==> src/rtl/pu_iteration_controller_pkg.sv <==
//----------------------------------------------------------------------------
// pu_iteration_controller_pkg - shared state encoding and PU array defaults (rev 1.0)
//----------------------------------------------------------------------------
`default_nettype none

package pu_iteration_controller_pkg;

  localparam int C_NUM_PU   = 4;
  localparam int C_MAX_ITER = 16;
  localparam int C_ITER_W   = 5;

  typedef enum logic [2:0] {
    ST_IDLE    = 3'd0,
    ST_LOAD    = 3'd1,
    ST_COMPUTE = 3'd2,
    ST_CHECK   = 3'd3,
    ST_DONE    = 3'd4
  } state_t;

endpackage

`default_nettype wire

==> src/rtl/pu_iteration_controller_if.sv <==
//----------------------------------------------------------------------------
// pu_iteration_controller_if - start/done handshake and PU array control bus (rev 1.0)
//----------------------------------------------------------------------------
`default_nettype none

interface pu_iteration_controller_if
  import pu_iteration_controller_pkg::*;
#(
  parameter int NUM_PU = C_NUM_PU,
  parameter int ITER_W = C_ITER_W
) ();

  logic              i_start;
  logic [NUM_PU-1:0] i_pu_zero;
  logic              o_load_en;
  logic              o_compute_en;
  logic              o_busy;
  logic              o_done;
  logic              o_timeout;
  logic [NUM_PU-1:0] o_winner;
  logic [ITER_W-1:0] o_iter_cnt;

  // Controller side
  modport slave (
    input  i_start, i_pu_zero,
    output o_load_en, o_compute_en, o_busy, o_done, o_timeout, o_winner, o_iter_cnt
  );

  // Top-level sequencer / PU array side
  modport master (
    output i_start, i_pu_zero,
    input  o_load_en, o_compute_en, o_busy, o_done, o_timeout, o_winner, o_iter_cnt
  );

endinterface

`default_nettype wire

==> src/rtl/pu_iteration_controller_pu_term_detect.sv <==
//----------------------------------------------------------------------------
// pu_term_detect - counts live PUs; term when at most one survives (rev 1.0)
//----------------------------------------------------------------------------
`default_nettype none

module pu_term_detect
  import pu_iteration_controller_pkg::*;
#(
  parameter int NUM_PU = C_NUM_PU
) (
  input  wire logic [NUM_PU-1:0] i_pu_zero,
  output logic                   o_term,
  output logic [NUM_PU-1:0]      o_winner
);

  localparam int CW = $clog2(NUM_PU + 1);

  logic [NUM_PU-1:0] w_live;
  logic [CW-1:0]     w_count;

  assign w_live = ~i_pu_zero;

  always_comb begin
    w_count = '0;
    for (int i = 0; i < NUM_PU; i++) begin
      w_count = w_count + CW'(w_live[i]);
    end
  end

  // With zero or one live PU the live mask is already the one-hot/all-zero winner
  assign o_term   = (w_count <= CW'(1));
  assign o_winner = w_live;

endmodule

`default_nettype wire

==> src/rtl/pu_iteration_controller.sv <==
//----------------------------------------------------------------------------
// pu_iteration_controller - load/compute/check sequencer with iteration budget (rev 1.0)
//----------------------------------------------------------------------------
`default_nettype none

module pu_iteration_controller
  import pu_iteration_controller_pkg::*;
#(
  parameter int NUM_PU   = C_NUM_PU,
  parameter int MAX_ITER = C_MAX_ITER,
  parameter int ITER_W   = C_ITER_W
) (
  input wire logic                  clk,
  input wire logic                  rst,
  pu_iteration_controller_if.slave  bus
);

  localparam logic [ITER_W-1:0] C_ITER_LIMIT = ITER_W'(MAX_ITER);

  state_t            r_state;
  logic              r_load_en;
  logic              r_compute_en;
  logic              r_busy;
  logic              r_done;
  logic              r_timeout;
  logic [NUM_PU-1:0] r_winner;
  logic [ITER_W-1:0] r_iter_cnt;

  logic              w_term;
  logic [NUM_PU-1:0] w_winner;

  pu_term_detect #(.NUM_PU(NUM_PU)) u_term_detect (
    .i_pu_zero (bus.i_pu_zero),
    .o_term    (w_term),
    .o_winner  (w_winner)
  );

  // Outputs are set on the edge that enters the state they belong to
  always_ff @(posedge clk or posedge rst) begin
    if (rst) begin
      r_state      <= ST_IDLE;
      r_load_en    <= 1'b0;
      r_compute_en <= 1'b0;
      r_busy       <= 1'b0;
      r_done       <= 1'b0;
      r_timeout    <= 1'b0;
      r_winner     <= '0;
      r_iter_cnt   <= '0;
    end else begin
      r_load_en    <= 1'b0;
      r_compute_en <= 1'b0;
      r_done       <= 1'b0;
      case (r_state)
        ST_IDLE: begin
          if (bus.i_start) begin
            r_state    <= ST_LOAD;
            r_load_en  <= 1'b1;
            r_busy     <= 1'b1;
            r_iter_cnt <= '0;
            r_timeout  <= 1'b0;
            r_winner   <= '0;
          end
        end
        ST_LOAD: begin
          r_state      <= ST_COMPUTE;
          r_compute_en <= 1'b1;
          r_iter_cnt   <= r_iter_cnt + ITER_W'(1);
        end
        ST_COMPUTE: begin
          r_state <= ST_CHECK;
        end
        ST_CHECK: begin
          // Convergence takes priority over an exhausted budget
          if (w_term) begin
            r_state  <= ST_DONE;
            r_done   <= 1'b1;
            r_winner <= w_winner;
          end else if (r_iter_cnt == C_ITER_LIMIT) begin
            r_state   <= ST_DONE;
            r_done    <= 1'b1;
            r_timeout <= 1'b1;
            r_winner  <= '0;
          end else begin
            r_state      <= ST_COMPUTE;
            r_compute_en <= 1'b1;
            r_iter_cnt   <= r_iter_cnt + ITER_W'(1);
          end
        end
        ST_DONE: begin
          r_state <= ST_IDLE;
          r_busy  <= 1'b0;
        end
        default: begin
          r_state <= ST_IDLE;
          r_busy  <= 1'b0;
        end
      endcase
    end
  end

  assign bus.o_load_en    = r_load_en;
  assign bus.o_compute_en = r_compute_en;
  assign bus.o_busy       = r_busy;
  assign bus.o_done       = r_done;
  assign bus.o_timeout    = r_timeout;
  assign bus.o_winner     = r_winner;
  assign bus.o_iter_cnt   = r_iter_cnt;

endmodule

`default_nettype wire

==> src/flat_wrapper.sv <==
// flat-port wrapper written by rule: the top's interface ports become plain ports
module pu_iteration_controller_flat import pu_iteration_controller_pkg::*;
#(
  parameter int NUM_PU   = C_NUM_PU,
  parameter int MAX_ITER = C_MAX_ITER,
  parameter int ITER_W   = C_ITER_W
)
  (clk, rst, bus_i_start, bus_i_pu_zero, bus_o_load_en, bus_o_compute_en, bus_o_busy, bus_o_done, bus_o_timeout, bus_o_winner, bus_o_iter_cnt);
  pu_iteration_controller_if #(.NUM_PU(NUM_PU), .ITER_W(ITER_W)) bus_i ();
  input wire logic clk;
  input wire logic rst;
  input wire logic [$bits(bus_i.i_start)-1:0] bus_i_start;
  input wire logic [$bits(bus_i.i_pu_zero)-1:0] bus_i_pu_zero;
  output wire logic [$bits(bus_i.o_load_en)-1:0] bus_o_load_en;
  output wire logic [$bits(bus_i.o_compute_en)-1:0] bus_o_compute_en;
  output wire logic [$bits(bus_i.o_busy)-1:0] bus_o_busy;
  output wire logic [$bits(bus_i.o_done)-1:0] bus_o_done;
  output wire logic [$bits(bus_i.o_timeout)-1:0] bus_o_timeout;
  output wire logic [$bits(bus_i.o_winner)-1:0] bus_o_winner;
  output wire logic [$bits(bus_i.o_iter_cnt)-1:0] bus_o_iter_cnt;
  assign bus_i.i_start = bus_i_start;
  assign bus_i.i_pu_zero = bus_i_pu_zero;
  assign bus_o_load_en = bus_i.o_load_en;
  assign bus_o_compute_en = bus_i.o_compute_en;
  assign bus_o_busy = bus_i.o_busy;
  assign bus_o_done = bus_i.o_done;
  assign bus_o_timeout = bus_i.o_timeout;
  assign bus_o_winner = bus_i.o_winner;
  assign bus_o_iter_cnt = bus_i.o_iter_cnt;
  pu_iteration_controller #(.NUM_PU(NUM_PU), .MAX_ITER(MAX_ITER), .ITER_W(ITER_W)) u_core (.clk(clk), .rst(rst), .bus(bus_i));
endmodule
==> config.mk <==
export PLATFORM = sky130hd
export DESIGN_NAME = pu_iteration_controller_flat
export DESIGN_NICKNAME = d
export VERILOG_FILES = /design/src/rtl/pu_iteration_controller_pkg.sv /design/src/rtl/pu_iteration_controller_if.sv /design/src/rtl/pu_iteration_controller_pu_term_detect.sv /design/src/rtl/pu_iteration_controller.sv /design/src/flat_wrapper.sv
export SDC_FILE = /design/constraint.sdc
export NUM_CORES = 1
export LEC_CHECK = 0
export ABC_AREA = 1
export CORE_ASPECT_RATIO = 1.25
export CORE_MARGIN = 2
export CORE_UTILIZATION = 35
export CTS_CLUSTER_DIAMETER = 30
export CTS_CLUSTER_SIZE = 12
export DETAILED_ROUTE_END_ITERATION = 10
export PLACE_DENSITY = 0.6
export SETUP_SLACK_MARGIN = 0.3
export SLEW_MARGIN = 30
export SYNTH_ARGS = -nofsm -noshare
export SYNTH_HDL_FRONTEND = slang
export SYNTH_HIERARCHICAL = 1
export SYNTH_SLANG_ARGS = --single-unit
==> constraint.sdc <==
create_clock -name clk -period 1.35 [get_ports clk]
set_input_delay 0.2025 -clock clk [delete_from_list [all_inputs] [get_ports clk]]
set_output_delay 0.2025 -clock clk [all_outputs]
set_load 0.01 [all_outputs]
==> run metrics, run 1 <==
status complete, no violations; critical path launch point type flip-flop; I/O pin total 21; Max Slew Vio Count 0; Syn Area/Cell 7.784 um^2; async set-reset flop share out of synthesis 100.0%; area leader, netlist dfrtp_1; Peak VDD IR 1.025 mV; Worst path top cell family by delay simple AND/OR/NAND/NOR gates; final hold slack 0.1921 ns; Critical Path Slowest Stage Cell dfrtp_2; H-tree Lvls 1; post-synth top area share 44.80%; global route overflow 0; LEAKAGE 0.8363 nW; CTS tree yes; Worst Skew 0.003353 ns; CP Data Arrival Time 1.45 ns; most frequent cells after synthesis 45 x nand2_1, 18 x inv_1, 17 x dfrtp_1; initial antenna violation count 0; Worst Path Max Fanout 6; Fmax 820.0 MHz; number of routed nets with antenna violations 0; cell breakdown of the critical path nor2_4 -> nand3_2 -> nand2_1 -> inv_2 -> nand2_4 -> nand2_1 -> nand2_1; RSZ-0062 raised after global routing true; CP Capture Type flip-flop; area of the multi-input gates 504.2 um^2; Core Rows 21; Yosys cell types 21; Crit Path Category flip-flop to flip-flop; endpoints failing setup 0; drt total wl 2261 um; number of global-route vias before repair 876; final hold vios 0; Bufs and invs on worst path 1; CP max stage delay 0.47 ns; CP required 1.58 ns; Post-Syn Area 949.7 um^2; Post-synth EDFFs 0; Core ar. 0.002628 mm^2; Via density 4.373; register bit total from synthesis 17; top-count cell post-synth nand2_1; Num CTS Buffers 3; worst slew pin tran 0.2373 ns; post-route minimum period 1.219 ns; largest net degree at the start of global routing 18; synth top area cells dfrtp_1 45%, nand2_1 18%, inv_1 7.1%; YS warnings 6; DRC errors left 0; Clock Tree Buf Depth 2; Syn Nets 132; share of layout cells above drive strength 1 51.76%; Die Ht 62.24 um; Slew headroom 84.08%; MaxCap Viol Count 0; first-pass GRT wire length 3760 um; Layout Nets 181; number of I/O port buffers 20; root buffer cell clkbuf_4; later-pin clock latency in the skew report 0.28 ns; post-DR wirelength/cell 11.08 um; clk slew on worst S/H paths 0.10 ns; period utilisation layout 90.33%; Syn Inst Count 122; worst hold-check path type input port to flip-flop; routed vias 892; Layout area overhead 54.02%; fill cell count 252; Power per Cell Area 1898 mW/mm^2; Sum Neg Setup Slack 0 ns; First-pass DRT Iterations 4; Initial Utilization 36.14%; total clock sinks 17; DP HPWL 1526 um; Tot GR Track Use 15.76%; gpl congestion 0.7945; FF/Latch Area 431.7 um^2; full die area 0.003149 mm^2; Die W 50.59 um; Primary FF master, synth dfrtp_1; most frequent CP cell nand2_1; # diodes 0; Core Util, Final 55.67%; sequential area share after synthesis 44.80%; starting DRC count in detailed routing 8
## kinds of logic after synthesis
| family | after synthesis | share of synthesized area (%) |
|---|---|---|
| buffers and inverters | 25 | 10.01 |
| and+or+nand+nor | 73 | 37.55 |
| adders and majority gates | 3 | 4.743 |
| DFF | 17 | 44.80 |
| xor gates and xnor gates | 1 | 0.9224 |
| AOI/OAI and AO/OA | 3 | 1.975 |
## final timing paths
| kind | cells after the start | slack [ns] | endpoint | start |
|---|---|---|---|---|
| max reg2reg | 7 | 0.13 | u_core/bus.o_iter_cnt[0]$_DFFE_PP0P_ | u_core/r_state[0]$_DFFE_PP0P_ |
| min reg2reg | 2 | 0.48 | u_core/bus.o_timeout$_DFFE_PP0P_ | u_core/bus.o_timeout$_DFFE_PP0P_ |
| min in group asynchronous | 3 | 0.22 | u_core/bus.o_winner[0]$_DFFE_PP0P_ | rst |
| max in group asynchronous | 3 | 0.93 | u_core/bus.o_iter_cnt[2]$_DFFE_PP0P_ | rst |
| max | 7 | 0.13 | u_core/bus.o_iter_cnt[0]$_DFFE_PP0P_ | u_core/r_state[0]$_DFFE_PP0P_ |
| min | 4 | 0.19 | u_core/bus.o_winner[3]$_DFFE_PP0P_ | bus_i_pu_zero[3] |
## metrics by stage
step | instances | power [W] | worst slack, ns | cell area, um^2
after floorplan | 122 | 0.001608 | 0.01462 | 960.9
after global placement | 183 | 0.002113 | -0.6379 | 1259
after detailed placement | 183 | 0.002131 | -0.6477 | 1259
after CTS | 197 | 0.002596 | 0.1230 | 1368
after global routing | 204 | 0.003005 | 0.02751 | 1463
final | 204 | 0.002776 | 0.1305 | 1463
## area by class of cell
class,instances,share of cell area (%)
clock buffer,4,1.796
sequential,17,29.51
inverter,24,6.843
timing repair buffer,45,24.47
multi-input combinational,80,34.47
tap,34,2.908
## sequential cells by signal (all words and copies together) (netlist names)
name and flops:
u_core/bus.o_timeout 1, u_core/bus.o_done 1, u_core/bus.o_busy 1, u_core/bus.o_load_en 1, u_core/r_state 3, u_core/bus.o_iter_cnt 5, u_core/bus.o_compute_en 1, u_core/bus.o_winner 4
## cells in the final DEF (no fill, tap or decap), types with 4 or more instances in the layout
master | synthesis | routed
dfrtp_2 | 0 | 5
buf_2 | 1 | 12
nand2_1 | 45 | 35
nand3_2 | 2 | 4
nand3_1 | 10 | 8
nor2_1 | 5 | 5
dfrtp_1 | 17 | 12
buf_6 | 0 | 8
inv_2 | 5 | 12
inv_1 | 18 | 9
buf_4 | 0 | 21
nand2_2 | 1 | 9
nand2_4 | 3 | 5
## layer usage
| layer | vias to the layer above | routed length, um | part of all wire [%] | track usage, % |
|---|---|---|---|---|
| met5 | - | 0 | 0 | 0 |
| met4 | 0 | 14 | 0.62 | 6.757 |
| met3 | 2 | 100 | 4.4 | 2.163 |
| met2 | 18 | 1244 | 55 | 27.47 |
| met1 | 409 | 901 | 40 | 18.94 |
| li1 | 463 | - | - | - |
## power by group
group	switching, W	internal (W)	leakage (nW)
sequential	0.000132	0.000695	0.218
clock	0.000152	0.000115	0.0150
combinational	0.000902	0.000779	0.604
## what timing repair did
action | 4_1_cts | 5_1_grt
hold buffers | 0 | 0
pin swaps | 15 | 13
resized for setup | 93 | 13
endpoints found under the setup margin | 29 | 24
setup buffers | 10 | 7
## tightest hold or removal path, stage by stage
cell and delay [ns]:
buf_6 0.09, inv_8 0.03, nand2_1 0.07, nand2_1 0.05
No activity file was read; power rests on OpenSTA's default activity.
==> run 2, diff against run 1 <==
Settings changed: SKIP_LAST_GASP from default to 1.
==> results of run 2 <==
No change in the layout: final DEF, timing and power equal those of run 1.
